`src/rtl/ula_dram_sched.sv`:
```
// rtl/ula_dram_sched.sv - ULA contended-DRAM slot scheduler for video fetch and CPU access
module ula_dram_sched #(
    parameter int ADDR_W = 14,
    parameter int ROW_W  = 7
) (
    input  logic              clk,
    input  logic              rst,
    input  logic              vid_active,
    input  logic [ADDR_W-1:0] vid_addr_bmp,
    input  logic [ADDR_W-1:0] vid_addr_attr,
    input  logic              cpu_req,
    input  logic              cpu_wr,
    input  logic [ADDR_W-1:0] cpu_addr,
    output logic              ras_n,
    output logic              cas_n,
    output logic              dram_we_n,
    output logic [ROW_W-1:0]  dram_addr,
    output logic [2:0]        slot_cnt,
    output logic              vid_bmp_strobe,
    output logic              vid_attr_strobe,
    output logic              cpu_ack,
    output logic              cpu_stall
);

    typedef enum logic [1:0] {
        OWN_IDLE = 2'd0,
        OWN_VID  = 2'd1,
        OWN_CPU  = 2'd2
    } owner_e;

    logic [2:0]        slot_q, slot_d;
    logic              vid_en_q, vid_en_d;
    owner_e            owner_q, owner_d;
    logic              req_armed_q, req_armed_d;
    logic [ADDR_W-1:0] addr_q, addr_d;
    logic              wr_q, wr_d;
    logic              ras_n_q, ras_n_d;
    logic              cas_n_q, cas_n_d;
    logic              we_n_q, we_n_d;
    logic [ROW_W-1:0]  dram_addr_q, dram_addr_d;
    logic              bmp_stb_q, bmp_stb_d;
    logic              attr_stb_q, attr_stb_d;
    logic              ack_q, ack_d;

    logic [1:0]        phase_d;
    logic              boundary;
    logic              active_d;
    logic [ROW_W-1:0]  row_d;
    logic [ROW_W-1:0]  col_d;

    // Slot position, video-enable latch and window-owner arbitration for the upcoming clock
    always_comb begin
        slot_d   = slot_q + 3'd1;
        phase_d  = slot_d[1:0];
        boundary = (phase_d == 2'd0);
        // vid_en is only refreshed on the 7->0 edge so it covers exactly one full slot
        vid_en_d = (slot_q == 3'd7) ? vid_active : vid_en_q;
        owner_d  = owner_q;
        addr_d   = addr_q;
        wr_d     = wr_q;
        if (boundary) begin
            if (vid_en_d) begin
                owner_d = OWN_VID;
                addr_d  = slot_d[2] ? vid_addr_attr : vid_addr_bmp;
                wr_d    = 1'b0;
            end else if (cpu_req && req_armed_q) begin
                owner_d = OWN_CPU;
                addr_d  = cpu_addr;
                wr_d    = cpu_wr;
            end else begin
                owner_d = OWN_IDLE;
            end
        end
        row_d = addr_d[ROW_W-1:0];
        col_d = ROW_W'(addr_d >> ROW_W);
    end

    // DRAM strobe/address sequencing and data-valid pulses for the phase being entered
    always_comb begin
        active_d    = (owner_d != OWN_IDLE);
        ras_n_d     = 1'b1;
        cas_n_d     = 1'b1;
        we_n_d      = 1'b1;
        dram_addr_d = dram_addr_q;
        bmp_stb_d   = 1'b0;
        attr_stb_d  = 1'b0;
        ack_d       = 1'b0;
        if (active_d) begin
            case (phase_d)
                2'd0: begin
                    ras_n_d     = 1'b0;
                    dram_addr_d = row_d;
                end
                2'd1, 2'd2: begin
                    ras_n_d     = 1'b0;
                    cas_n_d     = 1'b0;
                    we_n_d      = ~wr_d;
                    dram_addr_d = col_d;
                end
                default: begin
                    // precharge: strobes released, column address left on the bus
                    dram_addr_d = col_d;
                end
            endcase
            if (phase_d == 2'd2) begin
                bmp_stb_d  = (owner_d == OWN_VID) && !slot_d[2];
                attr_stb_d = (owner_d == OWN_VID) && slot_d[2];
                ack_d      = (owner_d == OWN_CPU);
            end
        end
        // a request held past its ack stays disarmed until the CPU lets go for a clock
        if (ack_d) begin
            req_armed_d = 1'b0;
        end else if (!cpu_req) begin
            req_armed_d = 1'b1;
        end else begin
            req_armed_d = req_armed_q;
        end
    end

    // State and registered outputs; reset abandons any access in flight
    always_ff @(posedge clk) begin
        if (rst) begin
            slot_q      <= 3'd0;
            vid_en_q    <= 1'b0;
            owner_q     <= OWN_IDLE;
            req_armed_q <= 1'b1;
            addr_q      <= '0;
            wr_q        <= 1'b0;
            ras_n_q     <= 1'b1;
            cas_n_q     <= 1'b1;
            we_n_q      <= 1'b1;
            dram_addr_q <= '0;
            bmp_stb_q   <= 1'b0;
            attr_stb_q  <= 1'b0;
            ack_q       <= 1'b0;
        end else begin
            slot_q      <= slot_d;
            vid_en_q    <= vid_en_d;
            owner_q     <= owner_d;
            req_armed_q <= req_armed_d;
            addr_q      <= addr_d;
            wr_q        <= wr_d;
            ras_n_q     <= ras_n_d;
            cas_n_q     <= cas_n_d;
            we_n_q      <= we_n_d;
            dram_addr_q <= dram_addr_d;
            bmp_stb_q   <= bmp_stb_d;
            attr_stb_q  <= attr_stb_d;
            ack_q       <= ack_d;
        end
    end

    assign ras_n           = ras_n_q;
    assign cas_n           = cas_n_q;
    assign dram_we_n       = we_n_q;
    assign dram_addr       = dram_addr_q;
    assign slot_cnt        = slot_q;
    assign vid_bmp_strobe  = bmp_stb_q;
    assign vid_attr_strobe = attr_stb_q;
    assign cpu_ack         = ack_q;
    // CPU clock is held while it wants the bank but the current window belongs to someone else
    assign cpu_stall       = cpu_req & req_armed_q & (owner_q != OWN_CPU);

endmodule

```
`config.mk`:
```
export PLATFORM = sky130hd
export DESIGN_NAME = ula_dram_sched
export DESIGN_NICKNAME = d
export VERILOG_FILES = /design/src/rtl/ula_dram_sched.sv
export SDC_FILE = /design/constraint.sdc
export NUM_CORES = 1
export LEC_CHECK = 0
export BUFFER_PORTS_ARGS = -buffer_cell sky130_fd_sc_hd__buf_2
export CORE_ASPECT_RATIO = 0.9
export CORE_MARGIN = 10
export CORE_UTILIZATION = 40
export CTS_BUF_LIST = sky130_fd_sc_hd__clkbuf_8
export DETAILED_ROUTE_END_ITERATION = 10
export GPL_TIMING_DRIVEN = 1
export PLACE_DENSITY = 0.66
export SLEW_MARGIN = 25
export SYNTH_ARGS = -nofsm -noshare
export SYNTH_HDL_FRONTEND = slang
export SYNTH_SLANG_ARGS = --single-unit
```
`constraint.sdc`:
```
create_clock -name clk -period 2.3 [get_ports clk]
set_input_delay 0.46 -clock clk [delete_from_list [all_inputs] [get_ports clk]]
set_output_delay 0.46 -clock clk [all_outputs]
set_load 0.005 [all_outputs]
```
; Word-level counts from Yosys, hierarchy flattened
; Cells that the tools add are included.
[word_totals]
reg_bits = 35
in_bits = 47
out_inout_bits = 17
word_cells = 56
[op_classes]
addsub = 1
eq_ne = 7
mux = 18
bitwise_logic = 6
reduce_logical = 11
[ops]
columns = cell, count
row1 = 14-bit two-way mux, 4
row2 = 1-bit two-way mux, 10
row3 = 3-bit OR reduction, 3
row4 = 7-bit two-way mux, 1
row5 = 2-bit two-way mux, 3
row6 = 2-bit by 1-bit == test with 1-bit output (second input constant), 2
row7 = 2-bit == test (second input constant), 2
row8 = 1-bit inverter, 4
row9 = 2-bit OR reduction, 2
row10 = 3-bit by 1-bit adder with 3-bit output (second input constant), 1
row11 = 3-bit == test (second input constant), 1
row12 = 1-bit logical AND, 3
row13 = 1-bit bitwise AND, 2
row14 = 2-bit logical NOT, 1
row15 = 2-bit by 1-bit != test with 1-bit output (second input constant), 1
row16 = 2-bit != test (second input constant), 1
row17 = 2-bit nonzero test, 1
row18 = 1-bit logical NOT, 1

; Longest topological paths before layout
; Gate-level depths: netlist of the first run.
[logic_depth]
ltp_word = 8
depth_mapped = 8
mapped_depth_nobuf = 6

; Least setup slack after synthesis of the first run
; No wires, ideal clock.
[synth_path]
kind = flip-flop to flip-flop
start = register slot_q[0] (netlist: slot_cnt[0])
end = register we_n_q (netlist: dram_we_n)
setup_ns = 0.120
arrival_ns = 1.698
required_ns = 2.180
setup_slack_ns = 0.482
stages_incl_launch_ff = 8
path_buffers = 1
synth_period_minus_slack_ns = 1.818
cell_sequence = dfxtp_1 -> ha_1 -> ha_1 -> mux2_2 -> buf_6 -> nor2_1 -> a2bb2oi_1 -> or2_1
[synth_between]
elab_chain_len = 7
elab_cells_between_ends = 16
cone_classes = add/sub: 1 / eq/ne: 3 / mux: 5 / bitwise: 3 / reduce/logical: 4
[synth_lines]
columns = element, line
row1 = start: declaration, 31  ; logic [2:0] slot_q, slot_d;
row2 = start signal: assignment, 138  ; slot_q <= slot_d;
row3 = branches (longest 7 deep; another with 3-bit by 1-bit adder with 3-bit output), --
row4 = end signal: assignment, 146  ; we_n_q <= we_n_d;
row5 = end: declaration, 39  ; logic we_n_q, we_n_d;
; Parallel ways; which one is timed is not known.
; A chain may end at the register's enable or synchronous reset.

; Worst setup path after layout of the first run
[layout_path]
start = register slot_q[1] (netlist: slot_cnt[1])
end = register addr_q[11]
[layout_between]
elab_chain_len = 4
elab_cells_between_ends = 7
cone_classes = add/sub: 1 / eq/ne: 1 / mux: 4 / reduce/logical: 1
[layout_lines]
columns = element, line
row1 = 3-bit by 1-bit adder with 3-bit output / 3-bit == test (equally long branches), "53, 57"
row2 = 14-bit two-way mux / 1-bit two-way mux (equally long branches), "64, 57"
row3 = 14-bit two-way mux, 62  ; if (vid_en_d) begin
row4 = 14-bit two-way mux *, 61  ; if (boundary) begin
row5 = end signal: assignment, 142  ; addr_q <= addr_d;
row6 = end: declaration, 35  ; logic [ADDR_W-1:0] addr_q, addr_d;
; Every way passes the cells marked *; elsewhere a longest branch is shown, timed or not.

==> results of run 1 <==
-- cell usage after synthesis, types with 3 or more instances --
cell type / n / area share [%]
dfxtp_1: 35 / 40
nor2_1: 21 / 4.5
nand2b_1: 16 / 5.7
mux2i_1: 14 / 8.0
nand2_1: 14 / 3.0
a21oi_1: 10 / 2.9
a211oi_1: 8 / 3.4
mux2_2: 8 / 5.1
a311oi_1: 7 / 3.5
o211ai_1: 7 / 3.0
o31ai_1: 7 / 3.0
clkbuf_1: 5 / 1.1
buf_6: 4 / 2.6
ha_1: 4 / 2.9
inv_1: 4 / 0.86
nor2b_1: 4 / 1.4
buf_2: 3 / 0.86
nor3_1: 3 / 0.86
-- per-stage QoR --
step / total power, mW / hold slack [ps] / instance area, µm²
floorplan: 0.818 / 447 / 1750
global placement: 0.911 / 458 / 2100
detailed placement: 0.913 / 461 / 2100
CTS: 1.39 / 417 / 2200
global route: 1.44 / 445 / 2200
finish: 1.37 / 421 / 2200
-- sequential cells by signal, indices dropped and copies added (netlist names) --
register,cells
cpu_ack,1
dram_addr,7
addr_q,14
vid_attr_strobe,1
slot_cnt,3
ras_n,1
vid_en_q,1
wr_q,1
cas_n,1
dram_we_n,1
req_armed_q,1
owner_q,2
vid_bmp_strobe,1
-- path summary, 6_finish.rpt --
kind / to / slack (ps) / depth (start not counted)
max: addr_q[11]$_SDFF_PP0_ / 340 / 6
min: wr_q$_SDFF_PP0_ / 420 / 3
max reg2reg: addr_q[11]$_SDFF_PP0_ / 340 / 6
min reg2reg: addr_q[3]$_SDFF_PP0_ / 470 / 2
-- area by class of cell --
| type | instances | share of cell area, % |
|---|---|---|
| Clock buffer | 7 | 4.38 |
| Clock inverter | 1 | 0.171 |
| Multi-Input combinational cell | 136 | 43.1 |
| Tap cell | 60 | 3.42 |
| Timing Repair Buffer | 69 | 16.4 |
| Inverter | 4 | 0.683 |
| Sequential cell | 35 | 31.9 |
-- tightest hold or removal path: stages --
cell and delay [ps]:
buf_2 80, a2bb2oi_1 60, nor2_1 70
-- metal layers --
layer | share of wire (%) | GRT usage (%)
met4 | 0.83 | 3.39
met1 | 51 | 15.8
met2 | 40 | 16.5
met5 | 0 | 0
met3 | 8.1 | 4.68
-- power groups by stage --
stage	sequential, mW	combinational, mW	clock [mW]
6_report	0.655	0.241	0.477
5_1_grt	0.657	0.269	0.511
4_1_cts	0.655	0.245	0.488
3_5_place_dp	0.668	0.244	0
3_3_place_gp	0.668	0.243	0
2_1_floorplan	0.668	0.150	0
-- cell families (layout without fill, tap and decap cells) --
group                    Yosys count  in the layout  synth area share, %
AO/OA/AOI/OAI                     43             43                 18.5
XOR/XNOR                           1              1                0.500
adder cells (fa/ha/maj)            4              4                 2.86
buffers and inverters             18             81                 6.00
flip-flops                        35             35                 40.0
multiplexers                      23             23                 13.9
AND/OR/NAND/NOR                   65             65                 18.2
==> flow_summary.yaml, run 1 <==
timing:
  fin_ws_ps: 338
  setup_violations: 0
  fin_setup_tns_ps: 0
  hold_violations: 0
  finalCritPeriodShare_pct: 85.3
  fin_crit_ps: 1960
  fin_worst_skew_ps: 4.78
  rsz0062_at_grt: "false"
  max_freq_mhz: 510
  worst_slew_pin_slew_ps: 569
  slew_headroom_pct: 62.1
  slew_violations: 0
cts:
  h-tree-depth: 2
  clk_latency_ps: 280
  postCtsResizedCells: 0
  cts_tree: "built"
  post_cts_buffers: 0
  cts_buffers: 5
  cts-root-buf: "clkbuf_8"
  clk_pin_slew_worst_paths_ps: 70
  clock_path_buffers: 2
  cts_hold_buf: 0
  cts_sinks: 35
setup_path:
  cp_max_fo: 17
  cp_cell_sequence: "ha_1 > ha_1 > mux2_2 > buf_4 > o31ai_1 > a211oi_1"
  slowest_delay_ps: 490
  critPathSlowestCell: "mux2_2"
  crit_top_cell: "ha_1"
  startpoint: "slot_cnt[1]$_SDFF_PP0_"
  cp-end-kind: "flop"
  critical_path_required_ps: 2440
  startpoint_type: "flop"
  r2r-start: "slot_cnt[1]$_SDFF_PP0_"
  critPathTopFamily: "multiplexers"
  worstSetupPathType: "flop to flop"
  critPathBufInv: 1
  critPathArrivalTime_ps: 2110
final_layout:
  regArea_um2: 701
  stdcell_count: 312
  utilization_pct: 52.9
  diodes: 0
  multi_input_area_um2: 946
  drive_gt1_share_pct: 35.3
  final_common_cell: "buf_2"
  fillers: 401
  nets: 302
  area_growth_pct: 25.4
  most-common-layout-cells: "63 x buf_2, 35 x dfxtp_1, 21 x nor2_1"
yosys:
  synth_cells: 189
  ys_seq_area_share_pct: 40.0
  yosys_warnings: 0
  synth_flop_cell: "dfxtp_1"
  synth_area_per_cell_um2: 9.27
  syn_area_um2: 1750
  async_flop_share_pct: 0
  syn-num-nets: 240
  synth-edff-count: 0
  synth.distinct_cells: 33
  ys_ff_latch: 35
placed_design:
  hpwl_um: 3360
  dp_cells: 304
  place_ws_ps: 348
  place_congestion: 0.737
  portBuffers: 63
floorplan:
  dieArea_um2: 7430
  die_w_um: 89.8
  ios: 64
  num_rows: 22
  die_height_um: 82.8
  start_util_pct: 42.1
  core_um2: 4160
global_route:
  grt_antenna_before_repair: 0
  gr-total-overflow: 0
  grt_usage_pct: 11.7
  grt_pass1_vias: 1459
  grt_max_degree: 38
  grt_pass1_wl_um: 7100
outcome:
  status: "completed"
drt:
  via_per_inst: 4.82
  dr_total_vias: 1505
  first_pass_iters: 4
  routed_wl_um: 4450
  drc: 0
  drt_iter0_markers: 134
  ant_nets: 0
  drt-wirelength-per-cell_um: 14.3
min_path:
  hp-start: "cpu_wr"
  hp-class: "input port to flop"
job:
  maxCapViolations: 0
pwr:
  p_per_area_nw_per_um2: 625
  switching_share_pct: 25.1
  peakVddDrop_uv: 283
  seqPwrFrac_pct: 47.7
  clkPwrFrac_pct: 34.7
  intPower_mw: 1.03
  power_frac_comb_pct: 17.6
  p_leak_nw: 0.870
  p_sw_mw: 0.344
(Power assumes the default switching activity.)
==> run 2, diff against run 1 <==
--- a/config.mk
+++ b/config.mk
@@ -12,7 +12,7 @@
 export CTS_BUF_LIST = sky130_fd_sc_hd__clkbuf_8
 export DETAILED_ROUTE_END_ITERATION = 10
 export GPL_TIMING_DRIVEN = 1
-export PLACE_DENSITY = 0.66
+export PLACE_DENSITY = 0.68
 export SLEW_MARGIN = 25
 export SYNTH_ARGS = -nofsm -noshare
 export SYNTH_HDL_FRONTEND = slang
==> constraint.sdc (replaced) <==
create_clock -name clk -period 1.75 [get_ports clk]
set_input_delay 0.35 -clock clk [delete_from_list [all_inputs] [get_ports clk]]
set_output_delay 0.35 -clock clk [all_outputs]
set_load 0.005 [all_outputs]
==> flow_summary.yaml, run 2 (synthesis results as in run 1) <==
placed_design:
  place_ws_ps: -145
  portBuffers: 63
  hpwl_um: 3450
  place_congestion: 0.759
  dpl_cell_area_um2: 2190
timing:
  slew_violations: 0
  hold_ws_ps: 319
  max_freq_mhz: 586
  setup_violations: 0
  fin_crit_ps: 1710
  rsz0062_at_grt: "true"
  hold_violations: 0
  finalCritPeriodShare_pct: 97.5
  fin_worst_skew_ps: 6.73
  worst_slew_pin_slew_ps: 570
  slew_headroom_pct: 62.0
  fin_setup_tns_ps: 0
  fin_ws_ps: 43.1
pwr:
  p_leak_nw: 0.926
  peakVddDrop_uv: 363
  p_per_area_nw_per_um2: 830
global_route:
  grt_antenna_before_repair: 0
  gr-total-overflow: 0
  grt_pass1_vias: 1588
  grt_max_degree: 38
  grt_usage_pct: 12.4
  grt_pass1_wl_um: 7530
final_layout:
  largest_reg_flops: 14
  fin_area_um2: 2370
  top_register: "addr_q"
  final_common_cell: "buf_2"
  nets: 309
  area_growth_pct: 35.3
  drive_gt1_share_pct: 40.2
  fillers: 375
  most-common-layout-cells: "63 x buf_2, 33 x dfxtp_1, 21 x nor2_1"
  diodes: 0
drt:
  ant_nets: 0
  drt_iter0_markers: 68
  first_pass_iters: 4
  routed_wl_um: 4530
  drc: 0
  dr_total_vias: 1530
  drt-wirelength-per-cell_um: 14.2
  via_per_inst: 4.80
floorplan:
  num_rows: 22
  ios: 64
  dieArea_um2: 7430
  die_height_um: 82.8
  start_util_pct: 42.1
  core_um2: 4160
  die_w_um: 89.8
setup_path:
  critPathSlowestCell: "dfxtp_2"
  slowest_delay_ps: 340
  critPathTopFamily: "compound AO/OA/AOI/OAI gates"
  critPathArrivalTime_ps: 1850
  cp_cell_sequence: "ha_4 > ha_4 > mux2_4 > buf_12 > o211ai_1 > a311oi_1"
  critical_path_required_ps: 1890
  startpoint_type: "flop"
  critPathBufInv: 1
  worstSetupPathType: "flop to flop"
  cp-end-kind: "flop"
  crit_top_cell: "ha_4"
  cp_max_fo: 14
cts:
  h-tree-depth: 2
  cts-root-buf: "clkbuf_8"
  clk_latency_ps: 280
  clock_path_buffers: 2
  clk_pin_slew_worst_paths_ps: 70
  cts_buffers: 5
  cts_sinks: 35
  cts_tree: "built"
outcome:
  status: "completed"
job:
  maxCapViolations: 0
min_path:
  hp-class: "input port to flop"
==> run 2: cell count changes in the layout (fill, tap and decap cells not counted), moves of 2 or more <==
| cell | before | now |
|---|---|---|
| dfxtp_1 | 35 | 33 |
| ha_4 | 0 | 2 |
| ha_1 | 4 | 2 |
| buf_12 | 0 | 3 |
| dfxtp_2 | 0 | 2 |
| buf_4 | 6 | 9 |
==> run 2: report_power, final <==
part | total, mW | leakage, nW | switching (mW) | internal [mW]
combinational | 0.358 | 0.580 | 0.166 | 0.192
sequential | 0.862 | 0.285 | 0.0242 | 0.838
clock | 0.746 | 0.0612 | 0.285 | 0.461
total | 1.97 | 0.926 | 0.475 | 1.49
==> run 2: metrics by stage <==
step / total power, mW / util, % / std cells
floorplan: 1.08 / - / 189
global placement: 1.22 / 52.6 / 311
detailed placement: 1.23 / 52.6 / 311
CTS: 1.98 / 56.5 / 319
global route: 2.06 / 57.0 / 319
finish: 1.97 / 57.0 / 319
==> run 2: layout make-up <==
class / count / area [µm²] / area share (%)
clock buffers: 6 / 82.6 / 3.48
flip-flops and latches: 35 / 703 / 29.7
well taps: 60 / 75.1 / 3.17
multi-input cells: 136 / 1000 / 42.2
repair buffers: 76 / 458 / 19.3
clock inverters: 2 / 35.0 / 1.48
inverters: 4 / 15.0 / 0.634
==> run 2: metal layers <==
| layer | vias up | global-route usage (%) | share of wire [%] |
|---|---|---|---|
| li1 | 806 | - | - |
| met1 | 668 | 15.8 | 47 |
| met3 | 2 | 4.68 | 7.0 |
| met5 | - | 0 | 0 |
| met4 | 0 | 4.35 | 0.90 |
| met2 | 54 | 18.8 | 45 |
==> run 2: repair_timing <==
item | CTS | global route
gates cloned | 0 | 0
pin swaps | 2 | 5
setup endpoints to repair | 23 | 14
resized for setup | 7 | 6
setup buffers | 0 | 0
hold buffers | 0 | 0
==> run 2: tightest hold or removal path, delay by kind of cell <==
family                 cells  cell delay, ps
AOI/OAI and AO/OA          1              60
buffers and inverters      1              80
and+or+nand+nor            1              80
==> run 2: worst paths after layout <==
check                                       startpoint                        end  slack (ps)  depth (start not counted)
worst min-delay path                            cpu_wr            wr_q$_SDFF_PP0_         320                          3
worst max register to register  slot_cnt[0]$_SDFF_PP0_  dram_addr[3]$_SDFFE_PP0N_          40                          6
worst min register to register    addr_q[2]$_SDFF_PP0_       addr_q[2]$_SDFF_PP0_         470                          2
worst max-delay path            slot_cnt[0]$_SDFF_PP0_  dram_addr[3]$_SDFFE_PP0N_          40                          6
==> run 3, diff against run 2 <==
--- a/config.mk
+++ b/config.mk
@@ -13,6 +13,7 @@
 export DETAILED_ROUTE_END_ITERATION = 10
 export GPL_TIMING_DRIVEN = 1
 export PLACE_DENSITY = 0.68
+export REMOVE_ABC_BUFFERS = 1
 export SLEW_MARGIN = 25
 export SYNTH_ARGS = -nofsm -noshare
 export SYNTH_HDL_FRONTEND = slang
==> flow_summary.yaml, run 3 (synthesis results as in run 1) <==
setup_path:
  slowest_delay_ps: 350
  cp_cell_sequence: "ha_4 > ha_4 > mux2i_4 > a31oi_4 > buf_4 > buf_4 > a311oi_1"
  cp-end-kind: "flop"
  startpoint_type: "flop"
  worstSetupPathType: "flop to flop"
  critPathArrivalTime_ps: 1900
  r2r-end: "dram_addr[3]$_SDFFE_PP0N_"
  critPathSlowestCell: "dfxtp_2"
  rrSetupSlack_ps: 40
  critical_path_required_ps: 1940
  r2r-start: "slot_cnt[1]$_SDFF_PP0_"
  rr_worst_depth: 7
  critPathBufInv: 2
  cp_max_fo: 5
  critPathTopFamily: "compound AO/OA/AOI/OAI gates"
cts:
  clk_pin_slew_worst_paths_ps: 70
  h-tree-depth: 2
  cts_buffers: 5
  cts_sinks: 35
  clk_latency_ps: 290
  cts_tree: "built"
  cts-root-buf: "clkbuf_8"
  cts_hold_buf: 0
  clock_path_buffers: 2
drt:
  drt_iter0_markers: 85
  dr_total_vias: 1573
  first_pass_iters: 4
  drc: 0
  routed_wl_um: 4540
  via_per_inst: 4.84
  ant_nets: 0
  drt-wirelength-per-cell_um: 14.0
final_layout:
  stdcell_count: 325
  area_growth_pct: 36.8
  nets: 316
  fin_area_um2: 2400
  final_common_cell: "buf_2"
  drive_gt1_share_pct: 42.6
  largest_reg_flops: 14
  most-common-layout-cells: "63 x buf_2, 33 x dfxtp_1, 20 x nor2_1"
  fillers: 376
  utilization_pct: 57.6
  top_register: "addr_q"
  diodes: 0
global_route:
  grt_pass1_wl_um: 7310
  grt_usage_pct: 12.0
  grt_max_degree: 27
  grt_antenna_before_repair: 0
  gr-total-overflow: 0
  grt_pass1_vias: 1551
floorplan:
  core_um2: 4160
  dieArea_um2: 7430
  die_height_um: 82.8
  start_util_pct: 42.1
  die_w_um: 89.8
  ios: 64
  num_rows: 22
pwr:
  p_sw_mw: 0.470
  switching_share_pct: 25.9
  power_frac_comb_pct: 20.6
  peakVddDrop_uv: 445
  seqPwrFrac_pct: 47.5
  clkPwrFrac_pct: 32.0
  p_per_area_nw_per_um2: 758
  intPower_mw: 1.35
  p_leak_nw: 0.947
timing:
  finalCritPeriodShare_pct: 97.6
  fin_worst_skew_ps: 4.96
  hold_violations: 0
  fin_crit_ps: 1710
  slew_violations: 0
  slew_headroom_pct: 79.8
  worst_slew_pin_slew_ps: 301
  rsz0062_at_grt: "true"
  setup_violations: 0
  max_freq_mhz: 586
outcome:
  status: "completed"
placed_design:
  portBuffers: 63
  dp_cells: 317
  hpwl_um: 3420
  dpl_cell_area_um2: 2210
  place_congestion: 0.831
min_path:
  holdPathEnd: "owner_q[1]$_SDFF_PP0_"
  hp-start: "rst"
  min_delay_path_depth: 2
  hp-class: "input port to flop"
job:
  maxCapViolations: 0
run 3: repair_timing:
action	CTS	global route
gates resized for setup	6	14
endpoints found under the hold margin	0	0
buffers inserted	1	0
setup endpoints to repair	14	24
pin swaps	2	4
run 3: worst max path at each step:
stage | endpoint | depth (start not counted) | startpoint | slack [ps]
2_1_floorplan | req_armed_q$_SDFFE_PP1P_ | 6 | slot_cnt[0]$_SDFF_PP0_ | -900
3_3_place_gp | req_armed_q$_SDFFE_PP1P_ | 6 | slot_cnt[0]$_SDFF_PP0_ | -40
3_5_place_dp | dram_addr[5]$_SDFFE_PP0N_ | 7 | slot_cnt[1]$_SDFF_PP0_ | -80
4_1_cts | dram_addr[6]$_SDFFE_PP0N_ | 7 | slot_cnt[1]$_SDFF_PP0_ | 5
5_1_grt | dram_addr[3]$_SDFFE_PP0N_ | 7 | slot_cnt[0]$_SDFF_PP0_ | -30
6_report | dram_addr[3]$_SDFFE_PP0N_ | 7 | slot_cnt[1]$_SDFF_PP0_ | 40
run 3: power by group through the flow:
stage                     Sequential [mW]  Clock, mW  Combinational, mW
after floorplan                     0.878          0              0.174
after global placement              0.874          0              0.354
after global routing                0.867      0.634              0.414
after detailed placement            0.874          0              0.357
final                               0.862      0.580              0.373
after CTS                           0.858      0.597              0.363
run 3: area by class of cell:
| type | count | area (µm²) | share of cell area, % |
|---|---|---|---|
| Clock buffer | 6 | 82.6 | 3.45 |
| Clock inverter | 1 | 5.00 | 0.209 |
| Inverter | 4 | 15.0 | 0.627 |
| Multi-Input combinational cell | 136 | 1020 | 42.7 |
| Sequential cell | 35 | 703 | 29.3 |
| Tap cell | 60 | 75.1 | 3.13 |
| Timing Repair Buffer | 83 | 493 | 20.6 |
run 3: worst reg2reg max path, cell delays in order, from the launching register on:
cell	delay, ps
dfxtp_2	350
ha_4	140
ha_4	150
mux2i_4	260
a31oi_4	150
buf_4	180
buf_4	130
a311oi_1	250
run 3: per-stage QoR:
stage / setup TNS (ps) / hold WS, ps / total power, mW / setup WS (ps)
after floorplan: -21960 / 417 / 1.05 / -898
after global placement: -110 / 458 / 1.23 / -36.0
after detailed placement: -467 / 462 / 1.23 / -77.9
after CTS: 0 / 309 / 1.82 / 5.42
after global routing: -88.5 / 316 / 1.92 / -30.7
final: 0 / 315 / 1.82 / 42.8
run 3: layer usage:
layer  wire (µm)  part of all wire (%)  track usage, %
met4          68                   1.5            3.87
met2        2060                    45            20.0
met3         302                   6.7            4.59
met1        2110                    46            14.1
met5           0                     0               0
